**src/rtl/cpu_op_arbiter.sv**
```systemverilog
// Two-requester front end for the serial-loaded 8-bit ALU CPU: arbitrate, serialise {A,B,op}, capture result.
// Define CPU_ARB_RR_EN for round-robin arbitration; otherwise req0 has fixed priority.
//
// state   | meaning
// --------+---------------------------------------------------------------
// S_IDLE  | waiting for a request; the granted requester sees ready high
// S_START | one-cycle cpu_start pulse, serial line held low
// S_SHIFT | 21 operand/opcode bits driven MSB first on cpu_serial
// S_WAIT  | RESULT_WAIT cycles for the CPU result to settle, then capture
// S_RESP  | one-cycle rsp_valid pulse back to the answered requester

module cpu_op_arbiter #(
    parameter int RESULT_WAIT = 3
) (
    input  logic       i_clk,
    input  logic       i_rst_n,
    input  logic       i_req0_valid,
    input  logic       i_req1_valid,
    input  logic [7:0] i_req0_a,
    input  logic [7:0] i_req1_a,
    input  logic [7:0] i_req0_b,
    input  logic [7:0] i_req1_b,
    input  logic [4:0] i_req0_op,
    input  logic [4:0] i_req1_op,
    output logic       o_req0_ready,
    output logic       o_req1_ready,
    output logic       o_rsp_valid,
    output logic       o_rsp_id,
    output logic [7:0] o_rsp_y,
    output logic [3:0] o_rsp_flags,
    output logic       o_busy,
    output logic       o_cpu_start,
    output logic       o_cpu_serial,
    output logic       o_cpu_manual,
    input  logic [7:0] i_cpu_y,
    input  logic [3:0] i_cpu_flags
);

    typedef enum logic [2:0] {
        S_IDLE  = 3'd0,
        S_START = 3'd1,
        S_SHIFT = 3'd2,
        S_WAIT  = 3'd3,
        S_RESP  = 3'd4
    } state_t;

    localparam logic [4:0] SHIFT_LOAD = 5'd20;
    localparam logic [3:0] WAIT_LOAD  = 4'(RESULT_WAIT - 1);

    state_t      r_state;
    logic [20:0] r_sreg;
    logic [4:0]  r_bit_cnt;
    logic [3:0]  r_wait_cnt;
    logic        r_cur_id;
    logic        r_rsp_valid;
    logic        r_rsp_id;
    logic [7:0]  r_rsp_y;
    logic [3:0]  r_rsp_flags;
    logic        r_busy;
    logic        r_cpu_start;
    logic        r_cpu_serial;

    logic        w_idle;
    logic        w_any_valid;
    logic        w_grant;
    logic        w_accept;
    logic [20:0] w_payload;

    assign w_idle      = (r_state == S_IDLE);
    assign w_any_valid = i_req0_valid | i_req1_valid;
    assign w_accept    = w_idle & w_any_valid;

`ifdef CPU_ARB_RR_EN
    logic r_last_grant;

    always_comb begin
        w_grant = 1'b0;
        if (i_req0_valid && i_req1_valid) begin
            w_grant = ~r_last_grant;
        end else begin
            w_grant = i_req1_valid;
        end
    end

    always_ff @(posedge i_clk or negedge i_rst_n) begin
        if (!i_rst_n) begin
            r_last_grant <= 1'b1;
        end else if (w_accept) begin
            r_last_grant <= w_grant;
        end
    end
`else
    always_comb begin
        w_grant = 1'b0;
        if (!i_req0_valid && i_req1_valid) begin
            w_grant = 1'b1;
        end
    end
`endif

    // Ready is the only combinational output; it only rises for an actual requester.
    assign o_req0_ready = w_accept & ~w_grant;
    assign o_req1_ready = w_accept &  w_grant;

    assign w_payload = w_grant ? {i_req1_a, i_req1_b, i_req1_op}
                               : {i_req0_a, i_req0_b, i_req0_op};

    always_ff @(posedge i_clk or negedge i_rst_n) begin
        if (!i_rst_n) begin
            r_state      <= S_IDLE;
            r_sreg       <= '0;
            r_bit_cnt    <= '0;
            r_wait_cnt   <= '0;
            r_cur_id     <= 1'b0;
            r_rsp_valid  <= 1'b0;
            r_rsp_id     <= 1'b0;
            r_rsp_y      <= '0;
            r_rsp_flags  <= '0;
            r_busy       <= 1'b0;
            r_cpu_start  <= 1'b0;
            r_cpu_serial <= 1'b0;
        end else begin
            case (r_state)
                S_IDLE: begin
                    if (w_accept) begin
                        r_sreg      <= w_payload;
                        r_cur_id    <= w_grant;
                        r_busy      <= 1'b1;
                        r_cpu_start <= 1'b1;
                        r_state     <= S_START;
                    end
                end
                S_START: begin
                    r_cpu_start  <= 1'b0;
                    r_cpu_serial <= r_sreg[20];
                    r_sreg       <= {r_sreg[19:0], 1'b0};
                    r_bit_cnt    <= SHIFT_LOAD;
                    r_state      <= S_SHIFT;
                end
                S_SHIFT: begin
                    if (r_bit_cnt == 5'd0) begin
                        r_cpu_serial <= 1'b0;
                        r_wait_cnt   <= WAIT_LOAD;
                        r_state      <= S_WAIT;
                    end else begin
                        r_cpu_serial <= r_sreg[20];
                        r_sreg       <= {r_sreg[19:0], 1'b0};
                        r_bit_cnt    <= r_bit_cnt - 5'd1;
                    end
                end
                S_WAIT: begin
                    if (r_wait_cnt == 4'd0) begin
                        r_rsp_y     <= i_cpu_y;
                        r_rsp_flags <= i_cpu_flags;
                        r_rsp_id    <= r_cur_id;
                        r_rsp_valid <= 1'b1;
                        r_state     <= S_RESP;
                    end else begin
                        r_wait_cnt <= r_wait_cnt - 4'd1;
                    end
                end
                S_RESP: begin
                    r_rsp_valid <= 1'b0;
                    r_busy      <= 1'b0;
                    r_state     <= S_IDLE;
                end
                default: begin
                    r_cpu_start  <= 1'b0;
                    r_cpu_serial <= 1'b0;
                    r_rsp_valid  <= 1'b0;
                    r_busy       <= 1'b0;
                    r_state      <= S_IDLE;
                end
            endcase
        end
    end

    assign o_rsp_valid  = r_rsp_valid;
    assign o_rsp_id     = r_rsp_id;
    assign o_rsp_y      = r_rsp_y;
    assign o_rsp_flags  = r_rsp_flags;
    assign o_busy       = r_busy;
    assign o_cpu_start  = r_cpu_start;
    assign o_cpu_serial = r_cpu_serial;
    assign o_cpu_manual = 1'b0;

endmodule

```
**config.mk**
```make
export PLATFORM = sky130hd
export DESIGN_NAME = cpu_op_arbiter
export DESIGN_NICKNAME = d
export VERILOG_FILES = /design/src/rtl/cpu_op_arbiter.sv
export SDC_FILE = /design/constraint.sdc
export NUM_CORES = 1
export LEC_CHECK = 0
export BUFFER_PORTS_ARGS = -buffer_cell sky130_fd_sc_hd__buf_2
export CAP_MARGIN = 20
export CORE_MARGIN = 3
export CORE_UTILIZATION = 40
export DETAILED_ROUTE_END_ITERATION = 6
export PLACE_DENSITY = 0.65
export SETUP_SLACK_MARGIN = 0.5
export SLEW_MARGIN = 20
export SYNTH_ARGS = -nofsm -noshare
export SYNTH_HDL_FRONTEND = slang
export SYNTH_SLANG_ARGS = --single-unit
```
**constraint.sdc**
```tcl
create_clock -name i_clk -period 4.4 [get_ports i_clk]
set_input_delay 0 -clock i_clk [delete_from_list [all_inputs] [get_ports i_clk]]
set_output_delay 0 -clock i_clk [all_outputs]
set_load 0.005 [all_outputs]
```
==> results.sh <==
export IMPL_outcome="completed"
export IMPL_drv_slew=0
export IMPL_crit_type="flip-flop to flip-flop"
export IMPL_p_total_mw=2.18
export IMPL_tightest_slew_ns=1.04
export IMPL_period_needed_ns=2.39
export IMPL_routed_wl_mm=5.16
export IMPL_fillers=591
export IMPL_root_buffer="clkbuf_8"
export IMPL_cellPowerDensity_nw_per_um2=665
export IMPL_synth_top_cell_area_share_pct=47.6
export IMPL_setup_tns_final_ns=0
export IMPL_floorplan_rows=29
export IMPL_synth_area_um2=2680
export IMPL_yosys_warnings=0
export IMPL_finalHoldViolCount=0
export IMPL_dieArea_um2=7720
export IMPL_cts_tree="done"
export IMPL_cts_sinks=51
export IMPL_grt_pass1_wl_mm=8.65
export IMPL_drtIter0Drc=108
export IMPL_max_freq_ghz=0.419
export IMPL_antenna_cells=0
export IMPL_post_drt_via_cell_ratio=4.85
export IMPL_drt_pre_antenna_iters=4
export IMPL_cts_setup_buffers=0
export IMPL_clk_latency_ns=0.30
export IMPL_core_um2=6420
export IMPL_drv_cap=0
export IMPL_start_kind="flip-flop"
export IMPL_grt_pass1_vias=1909
export IMPL_yosysSeqAreaShare_pct=47.6
export IMPL_die_x_um=87.9
export IMPL_synth_cell_types=38
export IMPL_grt_overflow=0
export IMPL_cts_clk_slew_worst_paths_ns=0.09
export IMPL_fin_hold_ws_ns=0.0172
export IMPL_crit_required_ns=4.59
export IMPL_postRouteAntennaNets=0
export IMPL_dp_hpwl_mm=3.53
export IMPL_rsz0062_at_grt="no"
export IMPL_slew_headroom_pct=30.7
export IMPL_synth_cells=238
export IMPL_grt_use_total_pct=14.1
export IMPL_nNetsFinal=382
export IMPL_cp_arrival_ns=2.58
export IMPL_clk_path_buf_depth=2
export IMPL_synth_area_per_cell_um2=11.3
export IMPL_period_share_pct=54.3
export IMPL_die_h_um=87.9
export IMPL_ys_ff_latch=51
export IMPL_synth_area_top_cells="dfrtp_1 48%, mux2_2 25%, nand2_1 6.4%"
export IMPL_setup_viol=0
export IMPL_num_io_pins=78
export IMPL_final_cell_mix="76 x buf_2, 59 x mux2_2, 51 x dfrtp_1, 46 x nand2_1, 13 x dlygate4sd3_1"
export IMPL_syn_nets=298
export IMPL_critPathCaptureType="flip-flop"
export IMPL_drc=0
export IMPL_final_cells=400
export IMPL_route_vias_total=1939
export IMPL_wl_per_cell_um=12.9
export IMPL_post_synth_top_area_cell="dfrtp_1"
export IMPL_hold_class="primary input to flip-flop"
export IMPL_area_growth_pct=22.0
export IMPL_skew_ns=0.00920
export IMPL_total_leakage_power_nw=1.60
export IMPL_grt_max_degree=52
export IMPL_initial_core_util_pct=41.7
export IMPL_portBuffers=76
export IMPL_final_util_pct=50.9
export IMPL_antenna_found_initial=0
export IMPL_drive_gt1_share_pct=46.1
export IMPL_critPathMaxFanout=21
export IMPL_htreeDepth=2
export IMPL_cts_buffers_inserted=5
export IMPL_gp_congestion=0.765
export IMPL_final_common_cell="buf_2"
export IMPL_vdd_drop_max_mv=0.300
export IMPL_cts_resized=0
export IMPL_dp_cells=379
## power by group
part	total (mW)	switching, mW	internal [mW]
combinational	1.04	0.441	0.601
sequential	0.869	0.160	0.709
clock	0.264	0.153	0.111
total	2.18	0.755	1.42
## flip-flops by register name (all words and copies together) (netlist names)
| register | count |
|---|---|
| o_rsp_valid | 1 |
| o_cpu_start | 1 |
| o_rsp_flags | 4 |
| o_cpu_serial | 1 |
| o_busy | 1 |
| r_state | 3 |
| o_rsp_y | 8 |
| r_wait_cnt | 4 |
| o_rsp_id | 1 |
| r_bit_cnt | 5 |
| r_sreg | 21 |
| r_cur_id | 1 |
## cell usage after synthesis
library cell,count
mux2_2,59
dfrtp_1,51
nand2_1,46
nor2_1,9
inv_1,7
mux2i_1,5
o21ai_0,5
buf_2,4
clkbuf_8,4
nand3_1,4
nor3_1,4
a31oi_1,3
nand2b_1,3
xor2_1,3
a21o_1,2
a21oi_1,2
buf_4,2
buf_6,2
ha_1,2
nor2b_1,2
nor3b_1,2
a211oi_1,1
a211oi_2,1
a221o_1,1
a31o_2,1
a41oi_1,1
and2_1,1
and3b_1,1
clkbuf_1,1
conb_1,1
inv_2,1
nor3b_4,1
nor4_1,1
o21a_1,1
o21ai_1,1
or3_1,1
or3b_2,1
or3b_4,1
## cell families (layout without fill, tap and decap cells)
kind of cell	count (synthesis)	count (layout)	synth area share (%)
xor gates and xnor gates	3	3	0.981
AOI/OAI and AO/OA	19	19	4.81
DFF	51	51	47.6
and+or+nand+nor	77	77	13.4
muxes	64	64	26.7
other	1	1	0.140
adders and majority gates	2	2	0.934
buffers and inverters	21	106	5.46
## layout make-up
type | count | area (µm²) | share of cell area [%]
inverter | 8 | 30.0 | 0.918
sequential | 51 | 1280 | 39.0
clock buffer | 6 | 72.6 | 2.22
multi-input combinational | 166 | 1260 | 38.7
tap | 77 | 96.3 | 2.95
timing repair buffer | 90 | 518 | 15.8
clock inverter | 2 | 12.5 | 0.383
## worst max-delay path: stages, from the launching register on
cell,delay (ns)
dfrtp_1,0.39
inv_1,0.05
ha_1,0.24
or3b_4,0.27
nor3b_4,0.06
a211oi_4,0.85
mux2_2,0.42
## path summary, 6_finish.rpt
| path | startpoint | end | slack [ns] | depth (start not counted) |
|---|---|---|---|---|
| min in group asynchronous | i_rst_n | o_cpu_start | 0.33 | 3 |
| worst max register to register | r_bit_cnt[0] | r_sreg[10] | 2.01 | 6 |
| worst min-delay path | i_req0_valid | r_cur_id | 0.02 | 3 |
| worst min register to register | o_rsp_id | o_rsp_id | 0.48 | 2 |
| worst max-delay path | r_bit_cnt[0] | r_sreg[10] | 2.01 | 6 |
| max in group asynchronous | i_rst_n | r_bit_cnt[4] | 3.64 | 3 |
## per-layer routing
layer  part of all wire (%)  GRT usage (%)  wire length (µm)  vias to the layer above
met5                      0              0                 0                        -
met4                    1.2           3.77                61                        0
met3                    6.4           3.95               328                        5
met2                     47           24.2              2450                       60
met1                     45           17.4              2320                      897
li1                       -              -                 -                      977
## metrics by stage
| stage | area, µm² | setup WS [ns] |
|---|---|---|
| after floorplan | 2680 | 2.55 |
| after global placement | 3060 | 2.03 |
| after detailed placement | 3060 | 1.99 |
| after CTS | 3270 | 1.99 |
| after global routing | 3270 | 1.85 |
| final | 3270 | 2.01 |
## timing repair
| action | in CTS | in global routing |
|---|---|---|
| setup endpoints to repair | 0 | 0 |
| hold buffers | 13 | 0 |
| endpoints found under the hold margin | 63 | 0 |
No activity file was read; power rests on OpenSTA's default activity.
